[src/rtl/stack_pkg.sv]
// Shared definitions for the stacker game sequencer: state encoding,
// default playfield height and row index width.
package stack_pkg;

  localparam int NUM_ROWS_DEF = 8;
  localparam int ROW_W        = 3;

  typedef enum logic [2:0] {
    LOAD,
    RUN,
    LOCK,
    NEXT,
    WON,
    LOST
  } state_t;

endpackage

[src/rtl/stack_tick_gen.sv]
// Slider tick generator: counts 0..P-1 while enabled and flags the last
// count. With STACK_SPEEDUP_EN defined the period shrinks by TICK_STEP per
// row (floor of 2); otherwise every row uses TICK_BASE.
module stack_tick_gen
  import stack_pkg::*;
#(
  parameter int TICK_BASE = 16,
  parameter int TICK_STEP = 2
) (
  input  logic             clk,
  input  logic             reset,
  input  logic             clr,
  input  logic [ROW_W-1:0] row_sel,
  output logic             tick
);

  localparam int CNT_W = $clog2(TICK_BASE);

  logic [CNT_W-1:0] count;
  logic [CNT_W-1:0] last;

`ifdef STACK_SPEEDUP_EN
  logic [31:0] drop;

  // Last count value of the current row's period, never below a period of 2
  always_comb begin
    drop = 32'(row_sel) * 32'(TICK_STEP);
    last = CNT_W'(1);
    if (drop + 32'd2 < 32'(TICK_BASE)) begin
      last = CNT_W'(32'(TICK_BASE) - drop - 32'd1);
    end
  end
`else
  logic unused_row;

  assign unused_row = (^row_sel) ^ (TICK_STEP < 0);
  assign last       = CNT_W'(TICK_BASE - 1);
`endif

  // Free-running period counter, held at zero whenever the slider is not moving
  always_ff @(posedge clk or negedge reset) begin
    if (!reset) begin
      count <= '0;
    end else if (clr || (count == last)) begin
      count <= '0;
    end else begin
      count <= count + CNT_W'(1);
    end
  end

  assign tick = !clr && (count == last);

endmodule

[src/rtl/stack_sequencer.sv]
// Control FSM for the stacker game: loads a slider row, moves it on ticks,
// locks it on a button press and walks up the rows until won or lost.
// Optional build macro: STACK_SPEEDUP_EN (faster slider on higher rows).
module stack_sequencer
  import stack_pkg::*;
#(
  parameter int NUM_ROWS  = NUM_ROWS_DEF,
  parameter int TICK_BASE = 16,
  parameter int TICK_STEP = 2
) (
  input  logic             clk,
  input  logic             reset,
  input  logic             go,
  input  logic             lock_done,
  input  logic             lock_lost,
  output logic             load,
  output logic             shift_en,
  output logic             set,
  output logic [ROW_W-1:0] row_sel,
  output logic             won,
  output logic             lost
);

  state_t state;
  logic   go_q;
  logic   go_rise;
  logic   tick;
  logic   last_row;

  assign go_rise  = go && !go_q;
  assign last_row = (row_sel == ROW_W'(NUM_ROWS - 1));

  stack_tick_gen #(
    .TICK_BASE(TICK_BASE),
    .TICK_STEP(TICK_STEP)
  ) u_tick (
    .clk    (clk),
    .reset  (reset),
    .clr    (state != RUN),
    .row_sel(row_sel),
    .tick   (tick)
  );

  // A press on the very tick cycle must lock, so the move is suppressed here
  assign shift_en = (state == RUN) && tick && !go_rise;

  // Game sequencing; set doubles as the "first LOCK cycle" marker
  always_ff @(posedge clk or negedge reset) begin
    if (!reset) begin
      state   <= LOAD;
      row_sel <= '0;
      go_q    <= 1'b1;
      load    <= 1'b0;
      set     <= 1'b0;
      won     <= 1'b0;
      lost    <= 1'b0;
    end else begin
      go_q <= go;
      load <= 1'b0;
      set  <= 1'b0;
      case (state)
        LOAD: begin
          load  <= 1'b1;
          state <= RUN;
        end
        RUN: begin
          if (go_rise) begin
            set   <= 1'b1;
            state <= LOCK;
          end
        end
        LOCK: begin
          if (lock_done && !set) begin
            if (lock_lost) begin
              lost  <= 1'b1;
              state <= LOST;
            end else if (last_row) begin
              won   <= 1'b1;
              state <= WON;
            end else begin
              state <= NEXT;
            end
          end
        end
        NEXT: begin
          row_sel <= row_sel + ROW_W'(1);
          state   <= LOAD;
        end
        WON, LOST: begin
          if (go_rise) begin
            won     <= 1'b0;
            lost    <= 1'b0;
            row_sel <= '0;
            state   <= LOAD;
          end
        end
        default: begin
          state <= LOAD;
        end
      endcase
    end
  end

endmodule

[config.mk]
export PLATFORM = sky130hd
export DESIGN_NAME = stack_sequencer
export DESIGN_NICKNAME = d
export VERILOG_FILES = /design/src/rtl/stack_pkg.sv /design/src/rtl/stack_tick_gen.sv /design/src/rtl/stack_sequencer.sv
export SDC_FILE = /design/constraint.sdc
export NUM_CORES = 1
export LEC_CHECK = 0
export ABC_AREA = 1
export CAP_MARGIN = 20
export CORE_AREA = 2 2 39 41
export DETAILED_ROUTE_END_ITERATION = 8
export DIE_AREA = 0 0 41 43
export DONT_BUFFER_PORTS = 1
export PLACE_DENSITY = 0.81
export REMOVE_ABC_BUFFERS = 1
export SYNTH_ARGS = -nofsm -noshare
export SYNTH_HDL_FRONTEND = slang
export SYNTH_SLANG_ARGS = --single-unit
[constraint.sdc]
create_clock -name clk -period 3 [get_ports clk]
set_input_delay 0.9 -clock clk [delete_from_list [all_inputs] [get_ports clk]]
set_output_delay 0.9 -clock clk [all_outputs]
set_load 0.02 [all_outputs]
==> metrics <==
status=finished clean; Post-CTS Setup Bufs=0; Setup Skew=1.57 ps; placer's final routability congestion estimate=0.747; Finished Layout Cells=110; maxcap violations=0; DPL Wire Length=roughly 970 um; Clk pwr share=0.143; CTS tree=built; Die W=41 um; fillers=127; CTS buffer count=3; CP Capture Type=output pin; I/O Buffers=0; syn_area_per_cell=around 8.3 um^2; CP cell instances=nand2_1, inv_1, nor3_1, buf_4; vias in the first global route=roughly 500; Comb power frac=0.345; Cell Int Power=roughly 430 uW; family with the most delay on the worst path=simple AND/OR/NAND/NOR gates; Remaining DRCs=0; Core Rows=14; Worst EP required=between 2000 and 2500 ps; largest net degree at the start of global routing=16; initial antenna violation count=0; CP startpoint kind=primary input; Initial Utilization=0.542; register area=377 um^2; Power, Total=about 780 uW; clk slew on worst S/H paths=roughly 90 ps; # IOs=13; top cell type's share of synthesized area=0.467; drt wl/cell=11.2 um; sum of negative setup slack=0 ps; Area Growth Syn to Fin=5.67%; Die Ht=43 um; Syn Inst Count=90; Antenna Cells=0; Final #Nets=103; die area=between 0.0015 and 0.002 mm^2; R2R setup slack=roughly 1600 ps; max-slew violation count=0; share of layout cells above drive strength 1=0.138; power per cell area=~1000 mW/mm^2; H-tree levels=1; clk root buf=clkbuf_4; CTS sink cnt=15; gr usage total=0.175; Clk Latency, worst-skew pair=~270 ps; fmax=0.429 GHz; Critical Path Fanout Max=4; final hold vios=0; Flop pwr share=0.513; R2R Path Start=row_sel[0]; min-delay worst type=in2async; worst-case clock buffer depth=2; WS Path Type=in2out; CP peak stage delay=~180 ps; Final Cycle Share=0.777; core area=approximately 0.0014 mm^2; Net Switching=between 300 and 400 uW; Post-synth EDFFs=0; # setup viols final=0; FF-to-FF End=state[2]; Hold-fix buffers, CTS=0; Final min period=2330 ps; Via density=4.99; Via Count=roughly 550; Multi-input gate area=between 300 and 400 um^2; critical path arrival=between 1000 and 1500 ps; worst-margin pin slew=around 360 ps; Worst R2R Path Depth=6; Placement Setup Slack=676 ps; Hold Slack=around 310 ps; Net Sw Frac=0.455; # resized after CTS=0; worst rel slew slack=0.760; synthesized area=around 750 um^2; Final WS setup=around 670 ps; total gr overflow=0; first-pass GRT wire length=between 2 and 2.5 mm; cell taking the most area after synthesis=dfrtp_1; Post-Route WL=~1.2 mm; Peak VDD IR=between 0.4 and 0.5 mV; ys flop type=dfrtp_1; starting DRC count in detailed routing=13; Pre-Repair DR Iteration Count=4; Synthesis Warnings=0; Seq/Total Area, Yosys=0.502; Critical path buffers and inverters=2; CP max stage cell=nor3_1; Lkg Pwr=0.000431 uW; Distinct cells, synth=20; top cells by area, synth=dfrtp_1, nand2_1, nand3_1; Placed Cells=about 110; RSZ-0062 raised after global routing=false; asr flop ratio synth=1.00; Synth Register Bits=15; ANT nets after route=0
-- metrics by stage --
step,utilization,instance area [um^2]
finish,0.573,793
global route,0.573,793
CTS,0.573,793
detailed placement,0.554,767
global placement,0.554,767
floorplan,-,739
-- kinds of logic after synthesis --
group / share of synthesized area
flip-flops: 0.502
AO/OA/AOI/OAI: 0.0417
XOR/XNOR: 0.0233
AND/OR/NAND/NOR: 0.303
buffers and inverters: 0.0800
adder cells (fa/ha/maj): 0.0500
-- sequential cells by signal (all words and copies together), names as in the netlist --
register and count:
go_q 1, load 1, set 1, state 3, won 1, lost 1, row_sel 3, u_tick.count 4
-- routing by layer --
layer | vias to the layer above | GRT usage | wire (um)
met5 | - | 0 | 0
met4 | 0 | 0.0800 | 12
met3 | 2 | 0.0419 | 59
met2 | 10 | 0.269 | 594
met1 | 248 | 0.221 | 566
li1 | 289 | - | -
-- cell type report --
| type | instances | share of cell area |
|---|---|---|
| repair buffers | 1 | 0.00946 |
| flip-flops and latches | 15 | 0.475 |
| well taps | 16 | 0.0252 |
| inverters | 13 | 0.0615 |
| clock buffers | 4 | 0.0331 |
| multi-input cells | 61 | 0.396 |
-- how the worst max path moves through the flow --
stage / from / end / slack (ps) / cells past startpoint
6_report: go / shift_en / 670 / 4
3_3_place_gp: go / shift_en / 680 / 4
3_5_place_dp: go / shift_en / 680 / 4
4_1_cts: go / shift_en / 660 / 4
2_1_floorplan: go / shift_en / 550 / 3
5_1_grt: state[0] / shift_en / 580 / 3
-- layout by cell type (no fill, tap or decap), types with 2 or more instances in the layout --
cell / Yosys / final
nand2_1: 23 / 23
dfrtp_1: 14 / 14
nand3_1: 13 / 13
inv_1: 11 / 11
nor2_1: 8 / 8
ha_1: 3 / 3
clkbuf_4: 0 / 3
inv_2: 2 / 2
nor3_1: 2 / 2
nor2_2: 2 / 2
nand2_2: 2 / 2
-- power by group through the flow --
stage	clock, uW	combinational, uW	sequential, uW
floorplan	0	230	388
global placement	0	264	403
detailed placement	0	271	405
CTS	117	272	401
global route	130	318	413
finish	111	269	399
-- synth_stat cells (2+ instances only) --
cell,number
dfrtp_1,14
ha_1,3
inv_1,11
inv_2,2
nand2_1,23
nand2_2,2
nand3_1,13
nor2_1,8
nor2_2,2
nor3_1,2
No activity file was read; power rests on OpenSTA's default activity.
